File: config.mk
export PLATFORM = sky130hd
export DESIGN_NAME = execute_cycle
export DESIGN_NICKNAME = d
export VERILOG_FILES = /design/src/rtl/execute_cycle.sv
export SDC_FILE = /design/constraint.sdc
export NUM_CORES = 1
export LEC_CHECK = 0
export ABC_AREA = 1
export BUFFER_PORTS_ARGS = -buffer_cell sky130_fd_sc_hd__buf_2
export CAP_MARGIN = 20
export CORE_UTILIZATION = 45
export CTS_BUF_LIST = sky130_fd_sc_hd__clkbuf_4
export CTS_CLUSTER_DIAMETER = 30
export DETAILED_ROUTE_END_ITERATION = 10
export PLACE_DENSITY = 0.69
export SLEW_MARGIN = 25
export SYNTH_ARGS = -nofsm -noshare
export SYNTH_HDL_FRONTEND = slang
export SYNTH_SLANG_ARGS = --single-unit
export TNS_END_PERCENT = 5
File: constraint.sdc
create_clock -name clk -period 4.4 [get_ports clk]
set_input_delay 0.66 -clock clk [delete_from_list [all_inputs] [get_ports clk]]
set_output_delay 0.66 -clock clk [all_outputs]
set_load 0.02 [all_outputs]
File: src/rtl/execute_cycle.sv
// execute_cycle: RV32I execute stage with operand forwarding, ALU, branch
// resolution and the EX/MEM pipeline register.
module execute_cycle #(
    parameter int XLEN   = 32,
    parameter int REG_AW = 5
) (
    input  logic              clk,
    input  logic              rst,
    input  logic              RegWrite_E,
    input  logic              MemWrite_E,
    input  logic              ResultSrc_E,
    input  logic              Branch_E,
    input  logic              ALUSrc_E,
    input  logic              valid_E,
    input  logic [2:0]        ALUControl_E,
    input  logic [XLEN-1:0]   RD1_E,
    input  logic [XLEN-1:0]   RD2_E,
    input  logic [XLEN-1:0]   Imm_Ext_E,
    input  logic [XLEN-1:0]   PC_E,
    input  logic [XLEN-1:0]   PCPlus4_E,
    input  logic [REG_AW-1:0] Rd_E,
    input  logic [1:0]        ForwardA_E,
    input  logic [1:0]        ForwardB_E,
    input  logic [XLEN-1:0]   Result_W,
    input  logic              stall_M,
    input  logic              flush_M,
    output logic              PCSrc_E,
    output logic [XLEN-1:0]   PCTarget_E,
    output logic              RegWrite_M,
    output logic              MemWrite_M,
    output logic              ResultSrc_M,
    output logic              valid_M,
    output logic [XLEN-1:0]   ALUResult_M,
    output logic [XLEN-1:0]   WriteData_M,
    output logic [XLEN-1:0]   PCPlus4_M,
    output logic [REG_AW-1:0] Rd_M
);
    logic [XLEN-1:0] src_a, fwd_b, src_b, alu_result;
    logic            zero;

    // Select 11 falls through to the register-file value, same as 00
    always_comb begin
        src_a = ForwardA_E == 2'b01 ? Result_W : ForwardA_E == 2'b10 ? ALUResult_M : RD1_E;
        fwd_b = ForwardB_E == 2'b01 ? Result_W : ForwardB_E == 2'b10 ? ALUResult_M : RD2_E;
        src_b = ALUSrc_E ? Imm_Ext_E : fwd_b;
        alu_result = src_b;
        case (ALUControl_E)
            3'b000: alu_result = src_a + src_b;
            3'b001: alu_result = src_a - src_b;
            3'b010: alu_result = src_a & src_b;
            3'b011: alu_result = src_a | src_b;
            3'b100: alu_result = src_a ^ src_b;
            3'b101: alu_result = {{(XLEN-1){1'b0}}, $signed(src_a) < $signed(src_b)};
            3'b110: alu_result = {{(XLEN-1){1'b0}}, src_a < src_b};
            3'b111: alu_result = src_b;
        endcase
    end

    assign zero       = alu_result == '0;
    assign PCSrc_E    = Branch_E & zero & valid_E;
    assign PCTarget_E = PC_E + Imm_Ext_E;

    // Flush outranks stall; bubbles never carry write enables forward
    always_ff @(posedge clk or negedge rst) begin
        if (!rst) begin
            RegWrite_M  <= 1'b0;
            MemWrite_M  <= 1'b0;
            ResultSrc_M <= 1'b0;
            valid_M     <= 1'b0;
            ALUResult_M <= '0;
            WriteData_M <= '0;
            PCPlus4_M   <= '0;
            Rd_M        <= '0;
        end else if (flush_M) begin
            RegWrite_M  <= 1'b0;
            MemWrite_M  <= 1'b0;
            ResultSrc_M <= 1'b0;
            valid_M     <= 1'b0;
            ALUResult_M <= '0;
            WriteData_M <= '0;
            PCPlus4_M   <= '0;
            Rd_M        <= '0;
        end else if (!stall_M) begin
            RegWrite_M  <= RegWrite_E & valid_E;
            MemWrite_M  <= MemWrite_E & valid_E;
            ResultSrc_M <= ResultSrc_E & valid_E;
            valid_M     <= valid_E;
            ALUResult_M <= alu_result;
            WriteData_M <= fwd_b;
            PCPlus4_M   <= PCPlus4_E;
            Rd_M        <= Rd_E;
        end
    end
endmodule

==> impl_metrics.yaml, run 1 <==
floorplanning:
  rows: 63
  core_um2: 30000
  die_w_um: 178
  die_area_um2: 31500
  initial_core_util: 0.463
  die_h_um: 178
  io_pins: 352
global_route:
  antenna_found_initial: 8
  grt_pass1_wl_um: 106000
  grt_max_degree: 76
  grt-ovfl-total: 0
  grtUsageTotal: 0.446
  grt_pass1_vias: 18700
timing:
  fmax_mhz: 207
  relSlewSlack: 0.351
  worst_slew_pin_slew_ns: 0.972
  setup_viol: 1
  finalHoldViolations: 0
  final.setup_skew_ns: 0.0388
  maxSlewViolCount: 0
  fin_crit_sh: 1.10
  timing.final.ws_setup_ns: -0.420
  fin_crit_ns: 4.82
  rsz0062_at_grt: "true"
  hold_slack_ns: 0.171
place:
  dp_hpwl_um: 58500
  gp_congestion: 1.03
  place_ws_ns: -0.677
  io_buffers: 351
  place_area_um2: 19100
logic_synthesis:
  synthDistinctLibCells: 48
  mappedNetlistArea_um2: 13900
  synth_simple_gate_area_share: 0.367
  synth_edf_count: 0
  ys_ff_latch: 105
  synth_nets: 2677
  synthMuxAreaShare: 0
  async_flop_share: 1.00
  synth_top_family_by_area: "simple AND/OR/NAND/NOR gates"
  ys_seq_area_frac: 0.190
  synth-compound-area-share: 0.179
  synthAdderAreaFrac: 0.119
  ys_warn_count: 0
  synthFlopType: "dfrtp_1"
  synth_xor_area_frac: 0.0196
  synth.avg_cell_area_um2: 5.94
  syn_inst: 2333
worst_setup_path:
  worstSetupPathType: "primary input to output port"
  worstPathRequired_ns: 3.74
  critPathMaxFanout: 18
  endpoint_kind: "output port"
  startpoint_type: "primary input"
  crit_arrival_ns: 4.16
status:
  violations: "setup timing"
  status: "finished, violations left"
power:
  p_leak_nw: 11.6
  finalPower_w: 0.00556
  p_per_area_nw_per_um2: 268
  ir_drop_mv: 0.165
run:
  drv_cap: 0
layout:
  fin_nets: 3430
  finalInstanceArea_um2: 20700
  drive_above_1_share: 0.362
  multi_input_area_um2: 10500
  fillers: 2692
  syn_to_final_growth_pct: 49.5
  seq_area_um2: 2630
clock_tree:
  cts.sinks: 105
  cts_hold_buffers: 0
  cts-root-buf: "clkbuf_4"
  h-tree-depth: 3
  cts.path.max_buffers: 2
  path_clk_slew_ns: 0.21
  clk_latency_ns: 0.56
  cts_buffers: 9
  cts_tree: "yes"
hold_path:
  hp-class: "primary input to async pin"
drt:
  drt_wl_total_um: 73200
  initialDrtViolationCount: 2187
  vias: 19900
  final_antenna_net_count: 0
  wl_per_cell_um: 21.0
  vias_per_cell: 5.71
  drc: 0
  drtPass1Iterations: 8
power by group:
| group | internal [W] | total [W] | switching (W) |
|---|---|---|---|
| clock | 0.000142 | 0.000576 | 0.000435 |
| combinational | 0.00162 | 0.00390 | 0.00228 |
| sequential | 0.00103 | 0.00108 | 0.0000473 |
| total | 0.00280 | 0.00556 | 0.00276 |
path summary, 6_finish.rpt:
check                                            from                          to  slack (ns)  depth (start not counted)
max                                     ForwardB_E[1]                     PCSrc_E       -0.42                         18
min                                               rst  WriteData_M[3]$_DFFE_PN0P_        0.17                          1
max reg2reg                ALUResult_M[0]$_DFFE_PN0P_  ALUResult_M[0]$_DFFE_PN0P_        0.91                         25
min reg2reg                 PCPlus4_M[12]$_DFFE_PN0P_   PCPlus4_M[12]$_DFFE_PN0P_        0.54                          2
max in group asynchronous                         rst   PCPlus4_M[12]$_DFFE_PN0P_        3.28                          2
min in group clk                        PCPlus4_E[14]   PCPlus4_M[14]$_DFFE_PN0P_        0.26                          3
critical path: stages:
cell	delay [ns]
buf_4	0.15
inv_4	0.07
nand2_8	0.11
bufbuf_16	0.33
o211ai_1	0.10
o21ai_1	0.16
o21a_1	0.23
inv_1	0.07
ha_1	0.39
inv_1	0.23
buf_4	0.17
nor2_1	0.04
nor3_1	0.53
nand3_2	0.29
nor2_1	0.19
nand3_2	0.10
nor3_2	0.15
buf_4	0.17
logic make-up after synthesis:
| kind of cell | Yosys count |
|---|---|
| XOR/XNOR | 31 |
| AND/OR/NAND/NOR | 1215 |
| flip-flops | 105 |
| AO/OA/AOI/OAI | 421 |
| adder cells (fa/ha/maj) | 130 |
| buffers and inverters | 431 |
state kept, by name, summed over array words and instances, names as in the netlist:
register and count:
Rd_M 5, RegWrite_M 1, PCPlus4_M 32, ResultSrc_M 1
MemWrite_M 1, valid_M 1, WriteData_M 32, ALUResult_M 32
per-stage QoR:
step,instances,TNS [ns],utilization
5_1_grt,3488,-0.490,0.692
2_1_floorplan,2333,0,-
4_1_cts,3460,-0.255,0.667
3_3_place_gp,3424,-0.604,0.638
3_5_place_dp,3424,-0.677,0.638
6_report,3488,-0.420,0.692
area by class of cell:
| class | instances | share of cell area |
|---|---|---|
| antenna | 7 | 0.000845 |
| inverter | 335 | 0.0614 |
| clock buffer | 9 | 0.00326 |
| tap | 390 | 0.0235 |
| timing repair buffer | 838 | 0.272 |
| sequential | 105 | 0.127 |
| clock inverter | 7 | 0.00441 |
| multi-input combinational | 1797 | 0.508 |
Yosys cell counts (4+ instances only):
cell type	number	area (um2)
nand2_1	697	2620
inv_1	328	1230
nand3_1	254	1270
nor2_1	179	672
a21oi_1	137	686
ha_1	127	1590
o21ai_0	118	591
dfrtp_1	105	2630
clkbuf_1	52	195
o211ai_1	50	375
buf_2	27	135
nor3_1	27	135
o22ai_1	23	144
nand4_1	22	138
o21ai_1	22	110
xor2_1	22	193
o221ai_1	17	149
o21a_1	14	105
o21bai_1	14	105
or2_2	9	56.3
xnor2_1	9	78.8
buf_6	7	78.8
buf_4	6	45.0
inv_2	6	22.5
a31o_2	5	43.8
nand2_2	5	31.3
nor3_2	5	50.1
a21o_1	4	30.0
nand3_2	4	40.0
o21a_2	4	35.0
layout by cell type (no fill, tap or decap), drive strengths merged, types with 4 or more instances in the layout:
master	instances
nand2	702
inv	337
clkbuf	11
xor2	22
a21oi	139
a21o	4
clkinv	5
o221ai	17
nor3	32
dfrtp	105
buf	835
o22ai	23
a31o	5
nor2	182
nand4	22
o21a	18
diode	7
nand3	258
ha	127
o21bai	14
or2	11
xnor2	9
o211ai	50
o21ai	143
layer usage:
metal | track usage | vias up | share of wire
met1 | 0.590 | 9232 | 0.39
met2 | 0.683 | 1337 | 0.44
li1 | - | 9107 | -
met5 | 0 | - | 0.00019
met3 | 0.114 | 222 | 0.13
met4 | 0.195 | 2 | 0.049
repair_timing:
item                       CTS  global route
hold endpoints to repair     0             0
resized for setup          148           162
pin swaps                   29            52
setup endpoints to repair    1             1
gates cloned                 2             2
setup buffers               18            19
(Power assumes the default switching activity.)
==> inputs of run 2 (changes only) <==
clock period = 5.18 ns   (was 4.4 ns; I/O delays follow)
==> run 2 against run 1 <==
The run now ends clean. Die area is the same. Cell area fell by 13%. Register-to-register slack better by 0.78 ns. Via count is 7.3% lower. Critical path type unchanged. Largest cell class unchanged. Largest power group unchanged.
==> impl_metrics.yaml, run 2 (synthesized netlist as in run 1, its figures left out) <==
worst_setup_path:
  critical-path-max-stage-delay_ns: 0.44
  reg2reg_slack_ns: 1.69
  r2r_cells: 22
  reg2reg_to: "ALUResult_M[0]$_DFFE_PN0P_"
  critPathTopFamily: "simple AND/OR/NAND/NOR gates"
  critPathMaxFanout: 9
  path_depth: 24
  cpMostUsedCell: "nand2_1"
  endpoint_kind: "output port"
  crit_path_end: "PCSrc_E"
  crit_arrival_ns: 4.31
  worstSetupPathType: "primary input to output port"
  timing.critical_path.buf_inv: 5
  slowest_stage: "fa_2"
  r2r_start: "ALUResult_M[0]$_DFFE_PN0P_"
  worstSetupStartpoint: "ForwardB_E[1]"
  path_cells: "buf_2, inv_4, nand2_8, o211ai_1, o21ai_1, o21a_2, inv_1, ha_1, fa_2, nand3_1, nand2_1, nand3_1, nand2_1, buf_4, nand3_1, nand2_1, nand2_1, a21oi_1, nor2_1, nand2_1, nor2_2, nand3_1, nor3_2, buf_4"
  worstPathRequired_ns: 4.40
  startpoint_type: "primary input"
power:
  ir_drop_mv: 0.174
  p_leak_nw: 10.1
  p_per_area_nw_per_um2: 232
status:
  status: "completed"
global_route:
  grt_pass1_vias: 16900
  grt_pass1_wl_um: 99000
  antenna_found_initial: 10
  grt-ovfl-total: 0
  grt_max_degree: 77
  grtUsageTotal: 0.422
run:
  drv_cap: 0
drt:
  drtPass1Iterations: 6
  drc: 0
  final_antenna_net_count: 0
  initialDrtViolationCount: 2365
  vias: 18400
  vias_per_cell: 5.74
  wl_per_cell_um: 21.4
  drt_wl_total_um: 68800
floorplanning:
  core_um2: 30000
  die_area_um2: 31500
  initial_core_util: 0.463
  io_pins: 352
  rows: 63
  die_h_um: 178
  die_w_um: 178
clock_tree:
  cts.sinks: 105
  path_clk_slew_ns: 0.21
  cts_tree: "yes"
  cts.path.max_buffers: 2
  clk_latency_ns: 0.55
  h-tree-depth: 3
  cts-root-buf: "clkbuf_4"
  cts_buffers: 9
timing:
  setup_viol: 0
  final.setup_skew_ns: 0.0303
  finalHoldViolations: 0
  setup_tns_ns: 0
  fmax_mhz: 196
  fin_crit_ns: 5.09
  fin_crit_sh: 0.983
  maxSlewViolCount: 0
  hold_slack_ns: 0.302
  worst_slew_pin_slew_ns: 1.00
  relSlewSlack: 0.329
place:
  place_area_um2: 17300
  dp_hpwl_um: 56600
  io_buffers: 351
  gp_congestion: 1.10
layout:
  layout_common_cells: "nand2_1, buf_2, inv_1, nand3_1, buf_4"
  layout_commonest_cell: "nand2_1"
  syn_to_final_growth_pct: 29.5
  drive_above_1_share: 0.256
  top_regs: "ALUResult_M x32, PCPlus4_M x32, WriteData_M x32"
  fillers: 2983
  fin_nets: 3155
  finalInstanceArea_um2: 17900
hold_path:
  hp-class: "primary input to async pin"
==> run 2: changes by cell type in the layout (fill, tap and decap cells not counted), sizes merged <==
cell	previous run	this run
clkbuf	11	12
inv	337	339
clkinv	5	3
diode	7	8
bufbuf	1	0
buf	835	560
==> run 2: cell type report <==
cell class,count,area (um2),share of cell area
tap,390,488,0.0272
clock inverter,7,88.8,0.00495
inverter,335,1260,0.0705
antenna,8,20.0,0.00112
sequential,105,2630,0.146
multi-input combinational,1797,9900,0.552
clock buffer,9,67.6,0.00376
timing repair buffer,563,3490,0.195
==> run 2: report_power, final <==
part           switching, W  leakage, nW  internal (W)
clock network      0.000363       0.0833      0.000122
logic               0.00177         8.59      0.000993
registers         0.0000378         1.41      0.000876
total               0.00217         10.1       0.00199
==> run 2: through the flow <==
stage	cells	util	total power, W	setup WS [ns]
global placement	3180	0.576	0.00346	-0.164
global route	3211	0.599	0.00438	-0.0428
detailed placement	3180	0.576	0.00348	-0.154
CTS	3197	0.584	0.00398	0.0152
finish	3214	0.599	0.00416	0.0906
floorplan	2333	-	0.00235	0.791
==> run 2: timing repair <==
item	in CTS	in global routing
pin swaps	2	9
gates resized for setup	18	106
cloned	0	2
setup endpoints to repair	1	1
buffers inserted	1	7
hold buffers	0	0
==> run 2: worst min path at each step <==
stage / slack, ns / to / cells past startpoint
3_3_place_gp: 0.49 / PCPlus4_M[29]$_DFFE_PN0P_ / 2
5_1_grt: 0.36 / WriteData_M[10]$_DFFE_PN0P_ / 1
2_1_floorplan: 0.48 / ALUResult_M[0]$_DFFE_PN0P_ / 0
4_1_cts: 0.31 / WriteData_M[8]$_DFFE_PN0P_ / 1
3_5_place_dp: 0.49 / PCPlus4_M[15]$_DFFE_PN0P_ / 2
6_report: 0.30 / WriteData_M[13]$_DFFE_PN0P_ / 1
==> run 2: layer usage <==
layer  vias up  wire [um]  track usage
met3       157       7910       0.0870
met2      1121      29500        0.636
met4         4       3040        0.172
met1      8598      28400        0.583
met5         -         23            0
li1       8564          -            -
==> inputs of run 3 (changes only) <==
clock period = 6.6 ns   (was 5.18 ns; I/O delays follow)
==> run 3 against run 2 <==
First-iteration DRC count decreased by 7.4%. Non-clock buffer count decreased by 188. Via count decreased by 5.8%. Combinational power decreased by 35%. Sequential cell count unchanged. Utilization decreased by 6.4 points. Critical path type unchanged. Cell area decreased by 11%.
==> impl_metrics.yaml, run 3 (synthesized netlist as in run 1, its figures left out) <==
timing:
  rsz0062_at_grt: "false"
  maxSlewViolCount: 0
  fin_crit_ns: 6.28
  setup_tns_ns: 0
  setup_viol: 0
  worst_slew_pin_slew_ns: 0.927
  relSlewSlack: 0.382
  final.setup_skew_ns: 0.0419
  fmax_mhz: 159
  fin_crit_sh: 0.952
  finalHoldViolations: 0
place:
  gp_congestion: 1.08
  place_area_um2: 15900
  io_buffers: 351
  dp_hpwl_um: 53900
drt:
  drtPass1Iterations: 8
  vias_per_cell: 5.74
  drc: 0
  wl_per_cell_um: 21.4
  final_antenna_net_count: 0
  vias: 17400
  drt_wl_total_um: 64800
  initialDrtViolationCount: 2189
layout:
  finalInstanceArea_um2: 16000
  syn_to_final_growth_pct: 15.7
  top_regs: "ALUResult_M x32, PCPlus4_M x32, WriteData_M x32"
  layout_common_cells: "nand2_1, buf_2, inv_1, nand3_1, nor2_1"
  drive_above_1_share: 0.170
  fin_nets: 2967
  layout_commonest_cell: "nand2_1"
  utilization: 0.535
global_route:
  antenna_found_initial: 11
  grt_pass1_vias: 16100
  grt_pass1_wl_um: 95200
  grt_max_degree: 76
  grtUsageTotal: 0.403
  grt-ovfl-total: 0
worst_setup_path:
  endpoint_kind: "output port"
  critPathTopFamily: "simple AND/OR/NAND/NOR gates"
  reg2reg_to: "ALUResult_M[17]$_DFFE_PN0P_"
  reg2reg_slack_ns: 2.81
  critPathMaxFanout: 24
  r2r_cells: 18
  slowest_stage: "ha_1"
  worstPathRequired_ns: 5.61
  startpoint_type: "primary input"
  worstSetupStartpoint: "ForwardA_E[1]"
  crit_arrival_ns: 5.29
  r2r_start: "ALUResult_M[9]$_DFFE_PN0P_"
  critical-path-max-stage-delay_ns: 0.54
  timing.critical_path.buf_inv: 7
  worstSetupPathType: "primary input to output port"
clock_tree:
  cts.sinks: 105
  postCtsSetupRepairBufs: 0
  cts.path.max_buffers: 2
  h-tree-depth: 3
  clk_latency_ns: 0.52
  cts_tree: "yes"
  cts_buffers: 9
  path_clk_slew_ns: 0.20
  cts-root-buf: "clkbuf_4"
power:
  p_leak_nw: 9.10
  ir_drop_mv: 0.154
  p_per_area_nw_per_um2: 180
floorplanning:
  core_um2: 30000
  die_h_um: 178
  rows: 63
  io_pins: 352
  die_area_um2: 31500
  initial_core_util: 0.463
  die_w_um: 178
status:
  status: "completed"
hold_path:
  hp-class: "primary input to async pin"
run:
  drv_cap: 0
run 3: how the worst max path moves through the flow:
stage               to  slack [ns]  cells past startpoint
3_5_place_dp   PCSrc_E        0.27                     24
6_report       PCSrc_E        0.32                     25
4_1_cts        PCSrc_E        0.25                     24
3_3_place_gp   PCSrc_E        0.27                     24
2_1_floorplan  PCSrc_E        1.78                     25
5_1_grt        PCSrc_E        0.02                     26
run 3: per-layer routing:
metal | share of wire | vias to the layer above | track usage
met3 | 0.11 | 139 | 0.0850
met2 | 0.43 | 998 | 0.625
li1 | - | 8189 | -
met4 | 0.036 | 8 | 0.139
met5 | 0.00088 | - | 0
met1 | 0.42 | 8039 | 0.552
run 3: final cells by class:
type / count / area, um2
timing repair buffer: 375 / 1960
clock inverter: 7 / 91.3
tap: 390 / 488
clock buffer: 9 / 67.6
antenna: 7 / 17.5
fill: 3267 / 13900
multi-input combinational: 1797 / 9520
sequential: 105 / 2630
inverter: 335 / 1260
run 3: per-stage QoR:
stage	instances	hold slack (ns)	total power (W)	setup slack (ns)
final	3025	0.406	0.00289	0.316
after global placement	3002	0.489	0.00244	0.269
after CTS	3018	0.402	0.00283	0.247
after detailed placement	3002	0.489	0.00245	0.272
after global routing	3022	0.423	0.00306	0.0196
after floorplan	2333	0.620	0.00185	1.78
run 3: what timing repair did:
action                     4_1_cts  5_1_grt
setup endpoints to repair        0        1
resized for setup                0        3
hold buffers                     0        0
run 3: worst reg2reg max path, cell delays in order (launching register included):
cell and delay [ns]:
dfrtp_1 0.46, inv_1 0.15, nand2_1 0.06, o21ai_0 0.09, a21oi_1 0.14, nand2_1 0.08
nand2_1 0.17, ha_1 0.60, nand2_1 0.17, nor2_1 0.21, inv_1 0.13, nor2_2 0.25
nand4_1 0.18, nand3_1 0.32, nand2_1 0.10, nand2_1 0.07, nor2_1 0.05, nor2_1 0.30
o22ai_1 0.12
run 3: power breakdown:
| group | total, W | leakage [nW] | internal (W) | switching (W) |
|---|---|---|---|---|
| registers | 0.000719 | 1.41 | 0.000688 | 0.0000308 |
| logic | 0.00179 | 7.61 | 0.000529 | 0.00126 |
| clock network | 0.000384 | 0.0826 | 0.0000955 | 0.000289 |
